**config.mk**
```make
export PLATFORM = sky130hd
export DESIGN_NAME = vga_timing_gen
export DESIGN_NICKNAME = d
export VERILOG_FILES = /design/src/rtl/vga_timing_gen.sv
export SDC_FILE = /design/constraint.sdc
export NUM_CORES = 1
export LEC_CHECK = 0
export ABC_CLOCK_PERIOD_IN_PS = 6300
export BUFFER_PORTS_ARGS = -buffer_cell sky130_fd_sc_hd__buf_2
export CAP_MARGIN = 10
export CORE_MARGIN = 2
export CORE_UTILIZATION = 35
export DETAILED_ROUTE_END_ITERATION = 12
export PLACE_DENSITY_LB_ADDON = 0.25
export REMOVE_ABC_BUFFERS = 1
export SKIP_LAST_GASP = 1
export SYNTH_ARGS = -nofsm -noshare
export SYNTH_HDL_FRONTEND = slang
export SYNTH_SLANG_ARGS = --single-unit
```
**constraint.sdc**
```tcl
create_clock -name clk -period 6.3 [get_ports clk]
set_input_delay 1.26 -clock clk [delete_from_list [all_inputs] [get_ports clk]]
set_output_delay 1.26 -clock clk [all_outputs]
set_load 0.01 [all_outputs]
```
**src/rtl/vga_timing_gen.sv**
```systemverilog
// ---------------------------------------------------------------------------
// vga_timing_gen
// Raster timing generator for a 640x480 @ 60 Hz VGA display running from the
// 50 MHz system clock. A clock divider produces a pixel-enable strobe. The
// horizontal and vertical position counters advance on that strobe. Every
// output is registered on the same edge that moves the counters, so the
// coordinates, blanking and sync signals always describe the same pixel.
//
// Ports
//   clk           : system clock (single clock domain)
//   rst_n         : asynchronous reset, active low
//   x, y          : current pixel position (10 bits each)
//   active_pixels : high inside the visible 640x480 area
//   VGA_BLANK_N   : copy of active_pixels for the DAC
//   VGA_HS        : horizontal sync, active low
//   VGA_VS        : vertical sync, active low
//   VGA_CLK       : pixel clock to the DAC; rises in the middle of a pixel
//   pix_en        : one-clk strobe, high in the cycle after each pixel advance
//   frame_tick    : one-clk pulse when the position enters (0, V_ACTIVE)
// ---------------------------------------------------------------------------
module vga_timing_gen #(
   parameter int CLK_DIV  = 2,
   parameter int H_ACTIVE = 640,
   parameter int H_FP     = 16,
   parameter int H_SYNC   = 96,
   parameter int H_BP     = 48,
   parameter int V_ACTIVE = 480,
   parameter int V_FP     = 10,
   parameter int V_SYNC   = 2,
   parameter int V_BP     = 33
) (
   input  logic       clk,
   input  logic       rst_n,
   output logic [9:0] x,
   output logic [9:0] y,
   output logic       active_pixels,
   output logic       VGA_BLANK_N,
   output logic       VGA_HS,
   output logic       VGA_VS,
   output logic       VGA_CLK,
   output logic       pix_en,
   output logic       frame_tick
);

   localparam int H_TOTAL = H_ACTIVE + H_FP + H_SYNC + H_BP;
   localparam int V_TOTAL = V_ACTIVE + V_FP + V_SYNC + V_BP;
   localparam int DW      = (CLK_DIV > 2) ? $clog2(CLK_DIV) : 1;

   localparam logic [DW-1:0] D_LAST = DW'(CLK_DIV - 1);
   localparam logic [DW-1:0] D_HALF = DW'(CLK_DIV / 2);

   localparam logic [9:0] H_LAST    = 10'(H_TOTAL - 1);
   localparam logic [9:0] V_LAST    = 10'(V_TOTAL - 1);
   localparam logic [9:0] H_ACT     = 10'(H_ACTIVE);
   localparam logic [9:0] V_ACT     = 10'(V_ACTIVE);
   localparam logic [9:0] HS_START  = 10'(H_ACTIVE + H_FP);
   localparam logic [9:0] HS_END    = 10'(H_ACTIVE + H_FP + H_SYNC);
   localparam logic [9:0] VS_START  = 10'(V_ACTIVE + V_FP);
   localparam logic [9:0] VS_END    = 10'(V_ACTIVE + V_FP + V_SYNC);

   logic [DW-1:0] d_r;
   logic [DW-1:0] d_next_s;
   logic          adv_s;
   logic [9:0]    hc_r;
   logic [9:0]    vc_r;
   logic [9:0]    hc_next_s;
   logic [9:0]    vc_next_s;

   // Next-state logic for the divider and the position counters.
   always_comb begin
      adv_s     = (d_r == D_LAST);
      d_next_s  = d_r;
      hc_next_s = hc_r;
      vc_next_s = vc_r;
      if (adv_s) begin
         d_next_s = {DW{1'b0}};
         // Explicit compares against the last value; no reliance on overflow.
         if (hc_r == H_LAST) begin
            hc_next_s = 10'd0;
            if (vc_r == V_LAST) begin
               vc_next_s = 10'd0;
            end else begin
               vc_next_s = vc_r + 10'd1;
            end
         end else begin
            hc_next_s = hc_r + 10'd1;
            vc_next_s = vc_r;
         end
      end else begin
         d_next_s  = d_r + DW'(1);
         hc_next_s = hc_r;
         vc_next_s = vc_r;
      end
   end

   // Divider and position counter state. The counters reset to the last
   // position so the first advance after reset lands exactly on (0,0).
   always_ff @(posedge clk or negedge rst_n) begin
      if (!rst_n) begin
         d_r  <= {DW{1'b0}};
         hc_r <= H_LAST;
         vc_r <= V_LAST;
      end else begin
         d_r  <= d_next_s;
         hc_r <= hc_next_s;
         vc_r <= vc_next_s;
      end
   end

   // Registered outputs, all decoded from the post-advance position so that
   // coordinates, blanking and syncs change together on the pixel edge.
   always_ff @(posedge clk or negedge rst_n) begin
      if (!rst_n) begin
         x             <= 10'd0;
         y             <= 10'd0;
         active_pixels <= 1'b0;
         VGA_BLANK_N   <= 1'b0;
         VGA_HS        <= 1'b1;
         VGA_VS        <= 1'b1;
         VGA_CLK       <= 1'b0;
         pix_en        <= 1'b0;
         frame_tick    <= 1'b0;
      end else begin
         // Built from the next divider value: falls on the advance edge and
         // rises CLK_DIV/2 clocks later, i.e. mid-pixel.
         VGA_CLK    <= (d_next_s >= D_HALF);
         pix_en     <= adv_s;
         frame_tick <= adv_s && (hc_next_s == 10'd0) && (vc_next_s == V_ACT);
         if (adv_s) begin
            x             <= hc_next_s;
            y             <= vc_next_s;
            active_pixels <= (hc_next_s < H_ACT) && (vc_next_s < V_ACT);
            VGA_BLANK_N   <= (hc_next_s < H_ACT) && (vc_next_s < V_ACT);
            VGA_HS        <= !((hc_next_s >= HS_START) && (hc_next_s < HS_END));
            VGA_VS        <= !((vc_next_s >= VS_START) && (vc_next_s < VS_END));
         end else begin
            x             <= x;
            y             <= y;
            active_pixels <= active_pixels;
            VGA_BLANK_N   <= VGA_BLANK_N;
            VGA_HS        <= VGA_HS;
            VGA_VS        <= VGA_VS;
         end
      end
   end

endmodule

```
==> flow_summary_export.csv <==
group,metric,value,unit
timing,fin_skew,0.00579,ns
clocking,cts_max_level,2,
logic_synthesis,synth_warnings,0,
setup_path,critPathCaptureType,"flip-flop",
logic_synthesis,yosysUniqueCellTypes,53,
grt,use_met1,21.9,%
logic_synthesis,synth_area_per_cell,9.11,sq um
grt,grt_max_degree,47,
setup_path,cp_max_fo,13,
drt,drtAntennaViolNets,0,
timing,fin_crit_sh,48.7,%
grt,grt_pass1_wl,9850,um
placed_design,hpwl,3970,um
timing,slew_headroom,32.7,%
floorplan,ioPinCount,29,
logic_synthesis,ys_seq_elements,46,
setup_path,worst-path-buf-inv,0,
grt,antenna_found_initial,0,
logic_synthesis,syn_area,2580,sq um
grt,grt.overflow.total,0,
grt,grtUsageTotal,14.7,%
layout,nFillCells,749,
logic_synthesis,seq_area_frac_synth,45.2,%
setup_path,critical_path.cell_chain,"or4b_4, or4_4, and2_0, a211o_1, or4_1, o22a_1",
timing,finalSetupViolCount,0,
drt,drc_errors,0,
clocking,cts_resized,0,
setup_path,start_kind,"flip-flop",
layout,diodes,0,
drt,via_count,2056,
power_and_ir_drop,powerDensity,174,nW/um^2
worst_hold_path,hp-class,"reg -> reg",
setup_path,crit_arrival,3.30,ns
clocking,clkTransAtPathRegs,0.09,ns
floorplan,dieWidth,89.8,um
floorplan,core.rowCount,31,
clocking,cts_setup_buffers,0,
logic_synthesis,synth_edf_count,0,
logic_synthesis,async_reset_ff_share,100,%
grt,grt_use_met2,21.5,%
drt,routedWlPerCell,14.5,um
grt,grt_pass1_vias,1967,
setup_path,path_class,"reg -> reg",
setup_path,critPathRequiredTime,6.54,ns
placed_design,numPortBuffers,28,
drt,drtIter0Drc,157,
placed_design,gp_congestion,0.887,
timing,tns,0,ns
drt,routed_wl,5770,um
timing,hold_viol_final,0,
timing,hold_ws,0.491,ns
layout,fin_nets,302,
clocking,cts_tree,"done",
logic_synthesis,synthCells,283,
timing,fmax,0.326,GHz
timing,period_needed,3.07,ns
power_and_ir_drop,ir_worst_vdd,0.0723,mV
setup_path,cpPeakStageDelay,0.64,ns
clocking,cts-root-buf,"clkbuf_8",
floorplan,die_y,89.8,um
floorplan,core_area,7180,sq um
clocking,numCtsBuffers,5,
timing,slew_violations,0,
clocking,hold_buffers,0,
layout,area.growth.synth_to_final,10.3,%
status,run_status,"complete, no violations",
layout,drive_gt1_share,20.1,%
power_and_ir_drop,power.leakage,1.22,nW
clocking,clk_path_buf_depth,2,
timing,rsz0062_at_grt,"no",
clocking,worstSkewPairLatency,0.30,ns
grt,use_met3,2.60,%
timing,worst_pin_slew,1.01,ns
logic_synthesis,ys.flop_type,"dfrtp_1",
floorplan,initial_core_util,35.9,%
flow_run,maxCapViolations,0,
drt,dr.pass1.iters,5,
setup_path,critical-path-slowest-cell,"or4b_4",
drt,vias_per_cell,5.18,
clocking,numClockSinks,46,
grt,busiest_layer,"met1",
floorplan,dieArea,8070,sq um
setup_path,critPathTopFamily,"simple AND/OR/NAND/NOR gates",
-- synthesized netlist by cell type (2+ instances only) --
cell type,n,share of area (%)
nor2_1,35,5.1
dfrtp_1,34,33
nand2_1,22,3.2
a21oi_1,16,3.1
clkbuf_1,15,2.2
xnor2_1,15,5.1
dfstp_2,12,12
nand3_1,11,2.1
nor3_1,11,2.1
o21ai_0,11,2.1
inv_1,10,1.5
nand4_1,10,2.4
xor2_1,8,2.7
a31oi_1,4,0.97
nor4_1,4,0.97
or4_1,4,1.2
a21o_1,3,0.87
and3_1,3,0.73
buf_1,3,0.44
buf_2,3,0.58
buf_6,3,1.3
ha_1,3,1.5
nand2b_1,3,0.73
o2bb2ai_1,3,1.0
or3_1,3,0.73
a2bb2oi_1,2,0.68
a41oi_1,2,0.68
mux2i_1,2,0.78
o21a_1,2,0.58
o22ai_1,2,0.49
o31ai_1,2,0.58
-- area by class of cell --
cell class / instances / area [sq um] / share of cell area [%]
Multi-Input combinational cell: 202 / 1250 / 44.0
Sequential cell: 46 / 1170 / 41.0
Timing Repair Buffer: 32 / 170 / 5.98
Tap cell: 99 / 124 / 4.36
Clock buffer: 6 / 82.6 / 2.90
Inverter: 10 / 37.5 / 1.32
Clock inverter: 2 / 12.5 / 0.440
-- logic make-up after synthesis --
| kind of cell | synth area share [%] |
|---|---|
| buffers and inverters | 6.26 |
| multiplexers | 1.21 |
| AND/OR/NAND/NOR | 23.5 |
| flip-flops | 45.2 |
| adder cells (fa/ha/maj) | 1.46 |
| AO/OA/AOI/OAI | 14.5 |
| XOR/XNOR | 7.81 |
-- flip-flops by register name, indices dropped and copies added, names as in the netlist, 10 cells and up --
register / count
x: 10
hc_r: 10
y: 10
vc_r: 10
-- placed cells by master, fill, tap and decap left out, types with 6 or more instances in the layout --
master and instances:
nor3_1 11, nand2_1 22, dfstp_2 12, nor2_1 35, nand3_1 11, a21oi_1 16
nand4_1 10, clkbuf_8 6, dfrtp_1 34, xor2_1 8, o21ai_0 11, xnor2_1 15
buf_2 28, inv_1 10
-- worst register-to-register path, delay by kind of cell (launching register included) --
family	cells	cell delay, ns
and+or+nand+nor	4	2.00
AOI/OAI and AO/OA	2	0.47
DFF	1	0.53
-- report_power, final --
group	total (W)	switching, W	internal [W]
registers	0.000295	0	0.000295
clock network	0.000192	0.000104	0.0000883
logic	0.00000569	0.00000547	0.000000225
-- metrics by stage --
stage	instance area (sq um)	total power (W)	setup slack, ns	std cells	util [%]
final	2840	0.000494	3.23	397	39.6
after global routing	2840	0.000513	3.09	397	39.6
after CTS	2840	0.000502	3.24	397	39.6
after detailed placement	2750	0.000307	3.25	389	38.3
after global placement	2750	0.000307	3.29	389	38.3
after floorplan	2450	0.000301	3.22	258	-
-- path summary, 6_finish.rpt --
path	from	to	slack, ns	cells after the start
hold / removal	x[5]	x[5]	0.49	1
max in group asynchronous	rst_n	vc_r[8]	4.55	1
setup / recovery	hc_r[5]	VGA_VS	3.23	6
hold reg to reg	x[5]	x[5]	0.49	1
setup reg to reg	hc_r[5]	VGA_VS	3.23	6
min in group asynchronous	rst_n	x[1]	1.12	1
-- metal layers --
metal	part of all wire, %	vias to the layer above
li1	-	1029
met1	51	967
met2	43	54
met3	3.9	6
met4	1.6	0
met5	0	-
(Power assumes the default switching activity.)
